--- src/rtl/pat_scan_ctrl.sv ---
// 4-bit pattern counter over a 64-bit string, one byte per cycle MSB-first (in-byte, byte-hit and full-string counts).
// Latency: done pulses 8 edges after the edge that accepts start; start is ignored while busy or done.
module pat_scan_ctrl (
  input  logic        clk,
  input  logic        rst_n,
  input  logic        start,
  input  logic [3:0]  pat,
  input  logic [63:0] str,
  output logic        busy,
  output logic        done,
  output logic [7:0]  ctb,
  output logic [7:0]  cto,
  output logic [7:0]  cts
);

  localparam logic [1:0] IDLE = 2'd0;
  localparam logic [1:0] SCAN = 2'd1;
  localparam logic [1:0] DONE = 2'd2;

  logic [1:0]  state_q, state_d;
  logic [2:0]  idx_q, idx_d;
  logic [3:0]  pat_q, pat_d;
  logic [63:0] str_q, str_d;
  logic [2:0]  prev_q, prev_d;
  logic [7:0]  ctb_q, ctb_d;
  logic [7:0]  cto_q, cto_d;
  logic [7:0]  cts_q, cts_d;

  logic [7:0]  cur_byte;
  logic [10:0] win;
  logic [2:0]  n_byte;
  logic [1:0]  n_strad;

  // Only the low 3 bits of the higher byte can fall inside a straddle window (offsets 5..7).
  always_comb begin
    cur_byte = str_q[63:56];
    win      = {prev_q, cur_byte};
    n_byte   = 3'd0;
    n_strad  = 2'd0;
    for (int p = 0; p < 5; p++) begin
      if (cur_byte[p +: 4] == pat_q) n_byte = n_byte + 3'd1;
    end
    for (int p = 5; p < 8; p++) begin
      if ((win[p +: 4] == pat_q) && (idx_q != 3'd0)) n_strad = n_strad + 2'd1;
    end
  end

  always_comb begin
    state_d = state_q;
    idx_d   = idx_q;
    pat_d   = pat_q;
    str_d   = str_q;
    prev_d  = prev_q;
    ctb_d   = ctb_q;
    cto_d   = cto_q;
    cts_d   = cts_q;
    case (state_q)
      IDLE: begin
        if (start) begin
          state_d = SCAN;
          pat_d   = pat;
          str_d   = str;
          idx_d   = 3'd0;
          prev_d  = 3'd0;
          ctb_d   = 8'd0;
          cto_d   = 8'd0;
          cts_d   = 8'd0;
        end
      end
      SCAN: begin
        ctb_d  = ctb_q + {5'd0, n_byte};
        cto_d  = cto_q + {7'd0, (n_byte != 3'd0)};
        cts_d  = cts_q + {5'd0, n_byte} + {6'd0, n_strad};
        prev_d = cur_byte[2:0];
        str_d  = {str_q[55:0], 8'h00};
        idx_d  = idx_q + 3'd1;
        if (idx_q == 3'd7) state_d = DONE;
      end
      DONE:    state_d = IDLE;
      default: state_d = IDLE;
    endcase
  end

  always_ff @(posedge clk or negedge rst_n) begin
    if (!rst_n) begin
      state_q <= IDLE;
      idx_q   <= 3'd0;
      pat_q   <= 4'd0;
      str_q   <= 64'd0;
      prev_q  <= 3'd0;
      ctb_q   <= 8'd0;
      cto_q   <= 8'd0;
      cts_q   <= 8'd0;
    end else begin
      state_q <= state_d;
      idx_q   <= idx_d;
      pat_q   <= pat_d;
      str_q   <= str_d;
      prev_q  <= prev_d;
      ctb_q   <= ctb_d;
      cto_q   <= cto_d;
      cts_q   <= cts_d;
    end
  end

  assign busy = (state_q == SCAN);
  assign done = (state_q == DONE);
  assign ctb  = ctb_q;
  assign cto  = cto_q;
  assign cts  = cts_q;

endmodule

--- config.mk ---
export PLATFORM = sky130hd
export DESIGN_NAME = pat_scan_ctrl
export DESIGN_NICKNAME = d
export VERILOG_FILES = /design/src/rtl/pat_scan_ctrl.sv
export SDC_FILE = /design/constraint.sdc
export NUM_CORES = 1
export LEC_CHECK = 0
export ABC_AREA = 1
export BUFFER_PORTS_ARGS = -buffer_cell sky130_fd_sc_hd__buf_4
export CAP_MARGIN = 20
export CORE_ASPECT_RATIO = 2
export CORE_MARGIN = 10
export CORE_UTILIZATION = 50
export DETAILED_ROUTE_END_ITERATION = 8
export HOLD_SLACK_MARGIN = 0.06
export PLACE_DENSITY_LB_ADDON = 0.12
export SKIP_CTS_REPAIR_TIMING = 1
export SLEW_MARGIN = 20
export SYNTH_ARGS = -nofsm -noshare
export SYNTH_HDL_FRONTEND = slang
export SYNTH_SLANG_ARGS = --single-unit
--- constraint.sdc ---
create_clock -name clk -period 5.6 [get_ports clk]
set_input_delay 0.28 -clock clk [delete_from_list [all_inputs] [get_ports clk]]
set_output_delay 0.28 -clock clk [all_outputs]
set_load 0.02 [all_outputs]
==> results.sh, run 1 <==
export IMPL_path_clk_slew_ns=0.07
export IMPL_drive_above_1_share_pct=21.4
export IMPL_portBuffers=96
export IMPL_slowest_stage="dfrtp_1"
export IMPL_status="finished, final reports clean"
export IMPL_hold_viol=0
export IMPL_worstPathRequired_ns=5.88
export IMPL_maxCapViolations=0
export IMPL_holdCritPathClass="input pin to flip-flop"
export IMPL_cts_buffer_depth=2
export IMPL_avgRoutedWirePerCell_um=18.3
export IMPL_syn_area_per_cell_um2=8.68
export IMPL_seq_area_frac_synth_pct=47.1
export IMPL_final_antenna_net_count=0
export IMPL_tns_ns=0
export IMPL_fp_dieH_um=166
export IMPL_report_final_slew_viol_count=0
export IMPL_nFillCells=996
export IMPL_total_power_uw=3980
export IMPL_drt_total_wl_mm=15.3
export IMPL_leakagePower_uw=0.00330
export IMPL_synthCells=612
export IMPL_fmax_ghz=0.225
export IMPL_syn_area_um2=5310
export IMPL_p_comb_share_pct=50.0
export IMPL_crit_top_cell="inv_1"
export IMPL_synthToLayoutAreaGrowth_pct=21.1
export IMPL_root_buffer="clkbuf_16"
export IMPL_gp_congestion=0.835
export IMPL_initial_core_util_pct=50.7
export IMPL_crit_type="flip-flop to flip-flop"
export IMPL_synth_seq_cells=100
export IMPL_final_common_cell="inv_1"
export IMPL_cts_tree="yes"
export IMPL_syn_nets=705
export IMPL_crit_path_start_kind="flip-flop"
export IMPL_htreeDepth=3
export IMPL_grt_pass1_vias=4864
export IMPL_cp_max_fo=9
export IMPL_power_frac_seq_pct=33.4
export IMPL_place_hpwl_mm=11.3
export IMPL_antenna_found_initial=0
export IMPL_yosysWarningCount=0
export IMPL_slowest_delay_ns=0.53
export IMPL_ios=97
export IMPL_synth_async_reset_ratio_pct=100
export IMPL_multiInputGateArea_um2=2220
export IMPL_critPathBufInv=5
export IMPL_routed_via_density=5.46
export IMPL_core_area_um2=10500
export IMPL_slew_headroom_pct=35.9
export IMPL_setup_viol=0
export IMPL_fin_worst_skew_ns=0.0104
export IMPL_p_switching_uw=1780
export IMPL_cts_buffers=9
export IMPL_grt_max_degree=76
export IMPL_synth_edf_count=0
export IMPL_fp_row_count=53
export IMPL_cp_arrival_ns=4.73
export IMPL_register_area_um2=2500
export IMPL_synth_ff_type="dfrtp_1"
export IMPL_min_period_ns=4.45
export IMPL_clkLatencyLatePin_ns=0.34
export IMPL_post_route_period_util_pct=79.5
export IMPL_internal_power_uw=2200
export IMPL_ys_types=39
export IMPL_power_frac_clock_pct=16.5
export IMPL_die_w_um=92.9
export IMPL_drtIter0Drc=259
export IMPL_antennaDiodeCount=0
export IMPL_layout_common_cells="inv_1 (106), dfrtp_1 (100), buf_4 (99)"
export IMPL_grt_ovfl_total=0
export IMPL_grt_first_pass_wirelength_mm=24.6
export IMPL_clock_sinks=100
export IMPL_ir_worst_vdd_uv=315
export IMPL_cp_end_kind="flip-flop"
export IMPL_layout_nets=788
export IMPL_rsz0062_at_grt="no"
export IMPL_dr_pass1_iters=4
export IMPL_track_usage_pct=19.9
export IMPL_tightestPinTransition_ns=0.961
export IMPL_dr_total_vias=4566
export IMPL_p_sw_share_pct=44.7
export IMPL_drcViolationCount=0
export IMPL_power_density_nw_per_um2=619
export IMPL_critical_path_top_delay_family="adder cells"
export IMPL_die_area_um2=15400
[layout make-up]
type                       count  area share, %
sequential                   100           38.9
multi-input combinational    366           34.6
timing repair buffer         101           12.0
inverter                     117           6.87
clock buffer                  10           3.56
tap                          137           2.67
clock inverter                 6           1.38
[power by group through the flow]
stage | Clock [uW] | Sequential (uW) | Combinational, uW
after global placement | 0 | 1330 | 1930
after CTS | 671 | 1330 | 2020
after global routing | 692 | 1360 | 2260
final | 658 | 1330 | 1990
after floorplan | 0 | 1270 | 1480
after detailed placement | 0 | 1340 | 2000
[Yosys cell counts (2+ instances only)]
library cell	count	area share, %
fa_1	4	1.5
a22o_1	13	2.1
nor3_1	3	0.28
o31ai_1	4	0.57
nand4_1	3	0.35
inv_2	10	0.71
clkbuf_1	9	0.64
buf_1	5	0.35
ha_1	18	4.2
nand3_1	19	1.8
buf_2	10	0.94
nor2_4	4	0.85
buf_4	2	0.28
nand2_2	11	1.3
nor2_1	24	1.7
o21ai_0	18	1.7
buf_6	3	0.64
a21oi_1	54	5.1
xor2_1	7	1.2
dfrtp_1	100	47
nand3_2	2	0.38
a32o_1	2	0.38
o22ai_1	64	7.5
a211oi_1	4	0.57
nand2_1	82	5.8
a22oi_1	6	0.85
o21ai_1	8	0.75
inv_1	106	7.5
xnor2_1	7	1.2
[registers in the layout, indices dropped and copies added, names as in the netlist]
signal,cells
str_q,64
ctb,8
cto,8
cts,8
pat_q,4
idx_q,3
prev_q,3
state_q,2
[kinds of logic (layout without fill, tap and decap cells)]
logic type	Yosys count	after routing	synth area share [%]
AO/OA/AOI/OAI	175	175	19.9
AND/OR/NAND/NOR	154	154	13.6
buffers and inverters	146	234	11.2
flip-flops	100	100	47.1
adder cells (fa/ha/maj)	22	22	5.75
XOR/XNOR	14	14	2.31
multiplexers	1	1	0.212
[through the flow]
| step | hold WS (ns) | instances | util [%] | worst slack (ns) | area (um^2) |
|---|---|---|---|---|---|
| after floorplan | -0.0156 | 612 | - | 1.64 | 5310 |
| after global placement | 0.205 | 819 | 58.0 | 1.32 | 6080 |
| after detailed placement | 0.211 | 820 | 58.2 | 1.16 | 6100 |
| after CTS | -0.152 | 836 | 61.3 | 1.13 | 6420 |
| after global routing | 0.163 | 837 | 61.4 | 0.777 | 6430 |
| final | 0.146 | 837 | 61.4 | 1.15 | 6430 |
[worst register-to-register path, cell delays in order (launching register included)]
cell	delay, ns
dfrtp_1	0.53
inv_2	0.17
nand2_1	0.07
nand2_1	0.09
nand2_2	0.07
nor2_4	0.14
inv_1	0.07
ha_1	0.31
nand3_2	0.11
nand2_2	0.10
nand2_2	0.06
or2_1	0.22
nand3_1	0.07
ha_1	0.23
inv_1	0.06
nor2_1	0.05
a21oi_2	0.24
fa_1	0.46
inv_1	0.07
ha_1	0.19
fa_1	0.20
nand2_1	0.07
a21oi_1	0.18
nand3_1	0.12
nor2_1	0.13
mux2_2	0.34
inv_1	0.05
[path summary, 6_finish.rpt]
path,from,to,slack (ns),cells past startpoint
setup / recovery,pat_q[3],cts[7],1.15,26
hold / removal,pat[2],pat_q[2],0.15,3
setup reg to reg,pat_q[3],cts[7],1.15,26
hold reg to reg,str_q[0],str_q[0],0.51,1
max in group asynchronous,rst_n,str_q[53],3.93,3
min in group asynchronous,rst_n,str_q[23],0.39,2
[layer usage]
layer | global-route usage, % | routed length (um)
met1 | 21.0 | 5540
met3 | 3.89 | 657
met2 | 37.7 | 8840
met5 | 0 | 0
met4 | 5.80 | 265
(Power assumes the default switching activity.)
==> run 2, diff against run 1 <==
- clock period: 5.6 -> 4.5 ns (I/O delays scaled with it)
==> results.sh, run 2 (synthesis results as in run 1) <==
export IMPL_ir_worst_vdd_uv=437
export IMPL_fin_worst_skew_ns=0.00838
export IMPL_slew_headroom_pct=35.8
export IMPL_clkLatencyLatePin_ns=0.34
export IMPL_layout_nets=793
export IMPL_cp_end_kind="flip-flop"
export IMPL_slowest_delay_ns=0.48
export IMPL_grt_first_pass_wirelength_mm=24.1
export IMPL_fp_row_count=53
export IMPL_rsz0062_at_grt="no"
export IMPL_antennaDiodeCount=0
export IMPL_hold_viol=0
export IMPL_worstPathRequired_ns=4.79
export IMPL_antenna_found_initial=0
export IMPL_status="finished, final reports clean"
export IMPL_grt_max_degree=67
export IMPL_regMostFlops="str_q"
export IMPL_critical_path_top_delay_family="adder cells"
export IMPL_cts_buffer_depth=2
export IMPL_ios=97
export IMPL_root_buffer="clkbuf_16"
export IMPL_clock_sinks=100
export IMPL_largest_register_ffs=64
export IMPL_power_density_nw_per_um2=758
export IMPL_drtIter0Drc=199
export IMPL_cts_buffers=9
export IMPL_place_ws_ns=0.113
export IMPL_holdCritPathClass="input pin to flip-flop"
export IMPL_core_area_um2=10500
export IMPL_final_antenna_net_count=0
export IMPL_slowest_stage="dfrtp_2"
export IMPL_crit_path_start_kind="flip-flop"
export IMPL_avgRoutedWirePerCell_um=17.8
export IMPL_setup_viol=0
export IMPL_portBuffers=96
export IMPL_cp_max_fo=9
export IMPL_htreeDepth=3
export IMPL_final_common_cell="inv_1"
export IMPL_crit_cells=27
export IMPL_drive_above_1_share_pct=22.4
export IMPL_grt_pass1_vias=4857
export IMPL_hold_path_cell_count=3
export IMPL_gp_congestion=0.825
export IMPL_initial_core_util_pct=50.7
export IMPL_critPathBufInv=6
export IMPL_cp_arrival_ns=4.46
export IMPL_routed_via_density=5.42
export IMPL_fp_dieH_um=166
export IMPL_fin_ws_ns=0.324
export IMPL_die_area_um2=15400
export IMPL_path_clk_slew_ns=0.07
export IMPL_post_route_period_util_pct=92.8
export IMPL_leakagePower_uw=0.00331
export IMPL_crit_top_cell="inv_1"
export IMPL_layout_common_cells="inv_1 (106), buf_4 (105), dfrtp_1 (98)"
export IMPL_dr_total_vias=4560
export IMPL_crit_type="flip-flop to flip-flop"
export IMPL_maxCapViolations=0
export IMPL_fmax_ghz=0.239
export IMPL_report_final_slew_viol_count=0
export IMPL_die_w_um=92.9
export IMPL_tightestPinTransition_ns=0.961
export IMPL_r2r_cells=27
export IMPL_min_period_ns=4.18
export IMPL_place_hpwl_mm=11.2
export IMPL_drt_total_wl_mm=15.0
export IMPL_grt_ovfl_total=0
export IMPL_drcViolationCount=0
export IMPL_tns_ns=0
export IMPL_synthToLayoutAreaGrowth_pct=21.1
export IMPL_cts_tree="yes"
export IMPL_track_usage_pct=19.7
export IMPL_dr_pass1_iters=4
[run 2: power by group]
group	internal [uW]	switching, uW	leakage [uW]
Sequential	1300	327	0.00123
Clock	387	356	0.000140
Combinational	972	1530	0.00194
Total	2660	2210	0.00331
[run 2: through the flow]
stage / area, um^2 / hold slack (ns) / instances / power [uW] / util [%]
5_1_grt: 6430 / 0.100 / 842 / 5310 / 61.4
4_1_cts: 6390 / -0.0434 / 838 / 4900 / 61.0
3_5_place_dp: 6100 / 0.328 / 822 / 4140 / 58.3
2_1_floorplan: 5310 / -0.0706 / 612 / 3420 / -
6_report: 6430 / 0.0906 / 842 / 4870 / 61.4
3_3_place_gp: 6100 / 0.317 / 822 / 4080 / 58.3
[run 2: final timing paths]
path	start	slack (ns)	to
max in group asynchronous	rst_n	2.93	pat_q[3]
max	pat_q[0]	0.32	cts[7]
max reg2reg	pat_q[0]	0.32	cts[7]
min reg2reg	idx_q[0]	0.50	idx_q[0]
min	pat[2]	0.09	pat_q[2]
min in group asynchronous	rst_n	0.46	str_q[23]
[run 2: final cells by class]
class                   count  area (um^2)
inverters                 117          445
repair buffers            106          798
clock inverters             6         55.1
clock buffers              10          229
multi-input cells         366         2230
flip-flops and latches    100         2500
fillers                   986         4050
well taps                 137          171
[run 2: tightest hold or removal path: cells and delay by family]
family | cells | cell delay (ns)
buf+inv | 1 | 0.08
compound gates | 1 | 0.06
simple gates | 1 | 0.04
[run 2: per-layer routing]
layer  track usage (%)  vias to the layer above  wire length (um)
li1                  -                     2212                 -
met1              20.3                     2196              5380
met2              36.3                      127              8380
met3              4.21                       25               678
met4              8.50                        0               533
met5                 0                        -                 0
